==> config.mk <==
export PLATFORM = sky130hd
export DESIGN_NAME = gpio_cfg_serializer_flat
export DESIGN_NICKNAME = d
export VERILOG_FILES = /design/src/rtl/gpio_cfg_pkg.sv /design/src/rtl/gpio_cfg_serializer_if.sv /design/src/rtl/gpio_cfg_clkdiv.sv /design/src/rtl/gpio_cfg_serializer.sv /design/src/flat_wrapper.sv
export SDC_FILE = /design/constraint.sdc
export NUM_CORES = 1
export LEC_CHECK = 0
export ABC_CLOCK_PERIOD_IN_PS = 5100
export BUFFER_PORTS_ARGS = -buffer_cell sky130_fd_sc_hd__buf_2
export CORE_ASPECT_RATIO = 1.2
export CORE_MARGIN = 8
export CORE_UTILIZATION = 33
export CTS_BUF_LIST = sky130_fd_sc_hd__clkbuf_2 sky130_fd_sc_hd__clkbuf_4 sky130_fd_sc_hd__clkbuf_8
export CTS_CLUSTER_DIAMETER = 200
export DETAILED_ROUTE_END_ITERATION = 10
export MAX_ROUTING_LAYER = met4
export PLACE_DENSITY_LB_ADDON = 0.15
export SETUP_SLACK_MARGIN = 0.2
export SLEW_MARGIN = 20
export SYNTH_ARGS = -nofsm -noshare
export SYNTH_HDL_FRONTEND = slang
export SYNTH_SLANG_ARGS = --single-unit
==> constraint.sdc <==
create_clock -name mclk -period 5.1 [get_ports mclk]
set_input_delay 0.51 -clock mclk [delete_from_list [all_inputs] [get_ports mclk]]
set_output_delay 0.51 -clock mclk [all_outputs]
set_load 0.02 [all_outputs]
==> src/rtl/gpio_cfg_pkg.sv <==
// Shared types and constants for the GPIO pad-configuration serializer.
package gpio_cfg_pkg;

  typedef enum logic [2:0] {IDLE, SHIFT_LO, SHIFT_HI, LOAD, DONE} gpio_cfg_state_t;

  localparam int GPIO_PAD_CTRL_BITS = 12;
  localparam logic [GPIO_PAD_CTRL_BITS-1:0] GPIO_CFG_DEFAULT = 12'hC00;

  function automatic int cfg_bits(input int pads, input int bits_per_pad);
    return pads * bits_per_pad;
  endfunction

endpackage

==> src/rtl/gpio_cfg_serializer_if.sv <==
// Host-side handshake between the SoC config registers and the serializer.
interface gpio_cfg_serializer_if #(
  parameter int NUM_PADS      = 14,
  parameter int PAD_CTRL_BITS = 12
);
  logic [NUM_PADS*PAD_CTRL_BITS-1:0] cfg_data;
  logic                              xfer_start;
  logic                              xfer_busy;
  logic                              xfer_done;

  modport master (output cfg_data, xfer_start, input xfer_busy, xfer_done);
  modport slave  (input cfg_data, xfer_start, output xfer_busy, xfer_done);
endinterface

==> src/rtl/gpio_cfg_clkdiv.sv <==
// Half-period divider: tick on every CLK_DIV-th enabled mclk, restarted by clr.
module gpio_cfg_clkdiv #(
  parameter int CLK_DIV = 2
)(
  input  logic mclk,
  input  logic reset,
  input  logic clr,
  input  logic en,
  output logic tick
);
  localparam int DW = $clog2(CLK_DIV + 1);

  logic [DW-1:0] cnt;

  assign tick = en && (cnt == DW'(CLK_DIV - 1));

  always_ff @(posedge mclk or posedge reset) begin
    if (reset)             cnt <= '0;
    else if (clr || tick)  cnt <= '0;
    else if (en)           cnt <= cnt + 1'b1;
  end
endmodule

==> src/rtl/gpio_cfg_serializer.sv <==
// Serializes a parallel pad-config image onto the GPIO pad chain, then strobes load.
// Optional readback of the old chain contents: define GPIO_CFG_READBACK_EN.
module gpio_cfg_serializer
  import gpio_cfg_pkg::*;
#(
  parameter int NUM_PADS      = 14,
  parameter int PAD_CTRL_BITS = GPIO_PAD_CTRL_BITS,
  parameter int CLK_DIV       = 2
)(
  input  logic                  mclk,
  input  logic                  reset,
  gpio_cfg_serializer_if.slave  host,
  output logic                  serial_clock,
  output logic                  serial_load,
  output logic                  serial_data,
  output logic                  serial_resetn
`ifdef GPIO_CFG_READBACK_EN
  ,
  input  logic                  serial_data_ret,
  output logic [NUM_PADS*PAD_CTRL_BITS-1:0] rdbk_data
`endif
);
  localparam int T  = cfg_bits(NUM_PADS, PAD_CTRL_BITS);
  localparam int KW = $clog2(T + 1);

  gpio_cfg_state_t state, state_nxt;
  logic [T-1:0]    shreg, shreg_nxt;
  logic [KW-1:0]   k, k_nxt;
  logic            tick, div_en;

  assign div_en        = state inside {SHIFT_LO, SHIFT_HI, LOAD};
  assign serial_resetn = ~reset;

  gpio_cfg_clkdiv #(.CLK_DIV(CLK_DIV)) u_clkdiv (
    .mclk  (mclk),
    .reset (reset),
    .clr   (!div_en),
    .en    (div_en),
    .tick  (tick)
  );

  always_comb begin
    state_nxt = state;
    shreg_nxt = shreg;
    k_nxt     = k;
    case (state)
      IDLE: if (host.xfer_start) begin
        state_nxt = SHIFT_LO;
        shreg_nxt = host.cfg_data;
        k_nxt     = '0;
      end
      SHIFT_LO: if (tick) state_nxt = SHIFT_HI;
      SHIFT_HI: if (tick) begin
        if (k == KW'(T - 1)) state_nxt = LOAD;
        else begin
          state_nxt = SHIFT_LO;
          k_nxt     = k + 1'b1;
          shreg_nxt = {shreg[T-2:0], 1'b0};
        end
      end
      LOAD:    if (tick) state_nxt = DONE;
      DONE:    state_nxt = IDLE;
      default: state_nxt = IDLE;
    endcase
  end

  // Outputs are registered from next-state so they change with the state itself.
  always_ff @(posedge mclk or posedge reset) begin
    if (reset) begin
      state          <= IDLE;
      shreg          <= '0;
      k              <= '0;
      serial_clock   <= 1'b0;
      serial_load    <= 1'b0;
      serial_data    <= 1'b0;
      host.xfer_busy <= 1'b0;
      host.xfer_done <= 1'b0;
    end else begin
      state          <= state_nxt;
      shreg          <= shreg_nxt;
      k              <= k_nxt;
      serial_clock   <= (state_nxt == SHIFT_HI);
      serial_load    <= (state_nxt == LOAD);
      serial_data    <= (state_nxt inside {SHIFT_LO, SHIFT_HI}) && shreg_nxt[T-1];
      host.xfer_busy <= (state_nxt != IDLE);
      host.xfer_done <= (state_nxt == DONE);
    end
  end

`ifdef GPIO_CFG_READBACK_EN
  logic bit_done;
  assign bit_done = (state == SHIFT_HI) && tick;

  // Capture the chain's returning bit on the last mclk of each high phase.
  always_ff @(posedge mclk or posedge reset) begin
    if (reset)         rdbk_data <= '0;
    else if (bit_done) rdbk_data <= {rdbk_data[T-2:0], serial_data_ret};
  end
`endif

endmodule

==> src/flat_wrapper.sv <==
// flat-port wrapper written by rule: the top's interface ports become plain ports
module gpio_cfg_serializer_flat import gpio_cfg_pkg::*;
#(
  parameter int NUM_PADS      = 14,
  parameter int PAD_CTRL_BITS = GPIO_PAD_CTRL_BITS,
  parameter int CLK_DIV       = 2
)
  (mclk, reset, serial_clock, serial_load, serial_data, serial_resetn, host_cfg_data, host_xfer_start, host_xfer_busy, host_xfer_done);
  gpio_cfg_serializer_if #(.NUM_PADS(NUM_PADS), .PAD_CTRL_BITS(PAD_CTRL_BITS)) host_i ();
  input  logic mclk;
  input  logic reset;
  output logic serial_clock;
  output logic serial_load;
  output logic serial_data;
  output logic serial_resetn;
  input wire logic [$bits(host_i.cfg_data)-1:0] host_cfg_data;
  input wire logic [$bits(host_i.xfer_start)-1:0] host_xfer_start;
  output wire logic [$bits(host_i.xfer_busy)-1:0] host_xfer_busy;
  output wire logic [$bits(host_i.xfer_done)-1:0] host_xfer_done;
  assign host_i.cfg_data = host_cfg_data;
  assign host_i.xfer_start = host_xfer_start;
  assign host_xfer_busy = host_i.xfer_busy;
  assign host_xfer_done = host_i.xfer_done;
  gpio_cfg_serializer #(.NUM_PADS(NUM_PADS), .PAD_CTRL_BITS(PAD_CTRL_BITS), .CLK_DIV(CLK_DIV)) u_core (.mclk(mclk), .reset(reset), .host(host_i), .serial_clock(serial_clock), .serial_load(serial_load), .serial_data(serial_data), .serial_resetn(serial_resetn));
endmodule
==> impl_metrics.env <==
export IMPL_grt_pass1_vias=6287
export IMPL_ios=177
export IMPL_synth_cells=651
export IMPL_clk_insertion_delay_late_ns=0.45
export IMPL_start_util=0.334
export IMPL_crit_buf_inv=2
export IMPL_portBuffers=176
export IMPL_cts_root_buf="clkbuf_8"
export IMPL_fin_setup_tns_ns=0
export IMPL_ys_flop_type="dfrtp_1"
export IMPL_drt_iter0_drc=448
export IMPL_final_setup_viol_count=0
export IMPL_post_synth_top_area_cell="dfrtp_1"
export IMPL_powerDensity_nw_per_um2=549
export IMPL_grt_max_degree=91
export IMPL_clk_path_buf_depth=2
export IMPL_die_area_um2=30200
export IMPL_holdWs_ns=0.243
export IMPL_tritoncts="built"
export IMPL_seqCellArea_um2=4650
export IMPL_cp_end_kind="flip-flop"
export IMPL_path_max_fanout=85
export IMPL_clock_sinks=186
export IMPL_fp_coreArea_um2=24600
export IMPL_reg2reg_depth=7
export IMPL_outcome="finished, final reports clean"
export IMPL_fillCellCount=2430
export IMPL_synth_area_um2=8210
export IMPL_die_x_um=160
export IMPL_cts_hold_buf=0
export IMPL_overflow=0
export IMPL_layout_min_cycle_time_ns=3.01
export IMPL_cpMaxStageDelayCell="buf_4"
export IMPL_die_height_um=189
export IMPL_post_cts_buffers=0
export IMPL_rows=63
export IMPL_post_drt_wl_per_cell_um=17.8
export IMPL_drc=0
export IMPL_ys_seq_area_frac=0.567
export IMPL_rsz0062_at_grt="no"
export IMPL_avgSynthCellArea_um2=12.6
export IMPL_cp_arrival_ns=3.39
export IMPL_slowest_delay_ns=0.79
export IMPL_ys_warn_count=0
export IMPL_grt_pass1_wl_mm=33.0
export IMPL_clk_pin_slew_ns=0.10
export IMPL_synth_edf_count=0
export IMPL_slew_headroom=0.367
export IMPL_dp_hpwl_mm=13.3
export IMPL_synth_seq_cells=186
export IMPL_async_flop_share=1.00
export IMPL_yosysUniqueCellTypes=40
export IMPL_numCtsBuffers=17
export IMPL_required_ns=5.49
export IMPL_reg2reg_to="u_core.shreg[18]$_DFFE_PP0P_"
export IMPL_maxCapViolations=0
export IMPL_num_vias=5993
export IMPL_final_nets=968
export IMPL_fin_skew_ns=0.0170
export IMPL_p_leak_nw=5.41
export IMPL_ys_top_cells_by_area="dfrtp_1 (57%), a22o_1 (18%), a21o_1 (15%), buf_6 (2.6%), buf_2 (1.1%)"
export IMPL_cts_resized=0
export IMPL_path_cells="inv_1 > ha_1 > nand4bb_1 > a21oi_4 > buf_4 > a22o_1 > a21o_1"
export IMPL_r2r_slack_ns=2.09
export IMPL_first_pass_iters=6
export IMPL_area_delta_synth_final_pct=16.7
export IMPL_cts_htree_levels=4
export IMPL_worstHoldPathType="input pin to asynchronous set/reset pin"
export IMPL_crit_path_start_kind="flip-flop"
export IMPL_timing_rr_start="u_core.u_clkdiv.cnt[1]$_DFFE_PP0P_"
export IMPL_gp_congestion=0.748
export IMPL_antenna_left=0
export IMPL_multiInputGateArea_um2=3160
export IMPL_viasPerCell=5.27
export IMPL_period_share=0.590
export IMPL_worst_slew_pin_slew_ns=0.950
export IMPL_synth_top_cell_area_share=0.567
export IMPL_hold_violations=0
export IMPL_critPathKind="flip-flop to flip-flop"
export IMPL_ir_worst_vdd_mv=0.233
export IMPL_routed_wl_mm=20.2
export IMPL_grtUsageTotal=0.137
export IMPL_drive_gt1_frac=0.275
export IMPL_antenna_found_initial=2
export IMPL_max_freq_ghz=0.333
export IMPL_critPathTopFamily="compound AO/OA/AOI/OAI gates"
export IMPL_synth_nets=824
export IMPL_final_max_slew_violation_count=0
==> power breakdown <==
part | leakage [nW] | switching (mW) | internal (mW)
Clock | 0.167 | 0.561 | 0.355
Combinational | 2.90 | 0.881 | 0.942
Sequential | 2.34 | 0.379 | 2.15
==> cells by family (layout without fill, tap and decap cells) <==
group / Yosys count / after routing / synth area share
AOI/OAI and AO/OA: 346 / 346 / 0.339
xor gates and xnor gates: 3 / 3 / 0.00320
adders and majority gates: 2 / 2 / 0.00305
buffers and inverters: 63 / 219 / 0.0498
DFF: 186 / 186 / 0.567
muxes: 2 / 2 / 0.00259
other: 0 / 5 / 0
and+or+nand+nor: 49 / 49 / 0.0351
==> worst max-delay path by stage <==
stage | startpoint | to | slack (ns) | cells past startpoint
after floorplan | reset | serial_resetn | 1.77 | 1
after global placement | host_xfer_start | u_core.shreg[70]$_DFFE_PP0P_ | 2.17 | 6
after detailed placement | host_xfer_start | u_core.shreg[81]$_DFFE_PP0P_ | 2.11 | 6
after CTS | u_core.state[2]$_DFF_PP0_ | u_core.shreg[18]$_DFFE_PP0P_ | 2.09 | 5
after global routing | u_core.u_clkdiv.cnt[1]$_DFFE_PP0P_ | u_core.shreg[18]$_DFFE_PP0P_ | 1.86 | 7
final | u_core.u_clkdiv.cnt[1]$_DFFE_PP0P_ | u_core.shreg[18]$_DFFE_PP0P_ | 2.09 | 7
==> per-layer routing <==
| layer | GRT usage | vias to the layer above | share of wire |
|---|---|---|---|
| met2 | 0.202 | 181 | 0.45 |
| met4 | 0.0392 | 0 | 0.011 |
| met5 | - | - | 0 |
| met1 | 0.186 | 3027 | 0.50 |
| met3 | 0.0301 | 16 | 0.046 |
| li1 | - | 2769 | - |
==> state kept, by name, indices dropped and copies added (netlist names) <==
register,count
u_core.serial_clock,1
u_core.serial_data,1
u_core.k,8
u_core.state,3
u_core.host.xfer_busy,1
u_core.u_clkdiv.cnt,2
u_core.serial_load,1
u_core.host.xfer_done,1
u_core.shreg,168
==> cell type report <==
cell class                 instances  share of cell area
tap                              325              0.0424
sequential                       186               0.486
clock inverter                    13              0.0120
clock buffer                      18              0.0252
inverter                           3             0.00157
antenna                            5             0.00131
multi-input combinational        402               0.330
timing repair buffer             185               0.102
==> metrics by stage <==
| stage | total power, mW | worst slack (ns) | util | cell area, um2 | cells |
|---|---|---|---|---|---|
| after global placement | 4.30 | 2.17 | 0.374 | 9190 | 1100 |
| after global routing | 5.66 | 1.86 | 0.389 | 9570 | 1134 |
| after detailed placement | 4.41 | 2.11 | 0.374 | 9210 | 1101 |
| final | 5.26 | 2.09 | 0.390 | 9580 | 1137 |
| after CTS | 5.36 | 2.09 | 0.389 | 9570 | 1132 |
| after floorplan | 4.01 | 1.77 | - | 8210 | 651 |
==> Yosys cell counts, types with 2 or more instances <==
library cell and instances:
a21o_1 165, a21oi_1 3, a22o_1 165, a31oi_1 2, and3_1 2, buf_1 9, buf_2 18, buf_4 2
buf_6 19, clkbuf_1 12, dfrtp_1 186, ha_1 2, inv_1 3, nand2_1 14, nand2b_1 3, nand3_1 3
nor2_1 11, nor3_1 3, nor3b_1 2, nor4_1 2, nor4b_4 2, o21ai_0 3, xnor2_1 3
==> cell usage in the layout, fill, tap and decap left out, types with 5 or more instances in the layout <==
cell type | netlist | layout
a21o_1 | 165 | 165
a22o_1 | 165 | 165
buf_2 | 18 | 176
buf_4 | 2 | 6
clkbuf_8 | 0 | 17
clkinvlp_4 | 0 | 6
dfrtp_1 | 186 | 186
diode_2 | 0 | 5
nand2_1 | 14 | 14
nor2_1 | 11 | 11
Power figures use the tool's default switching activity.
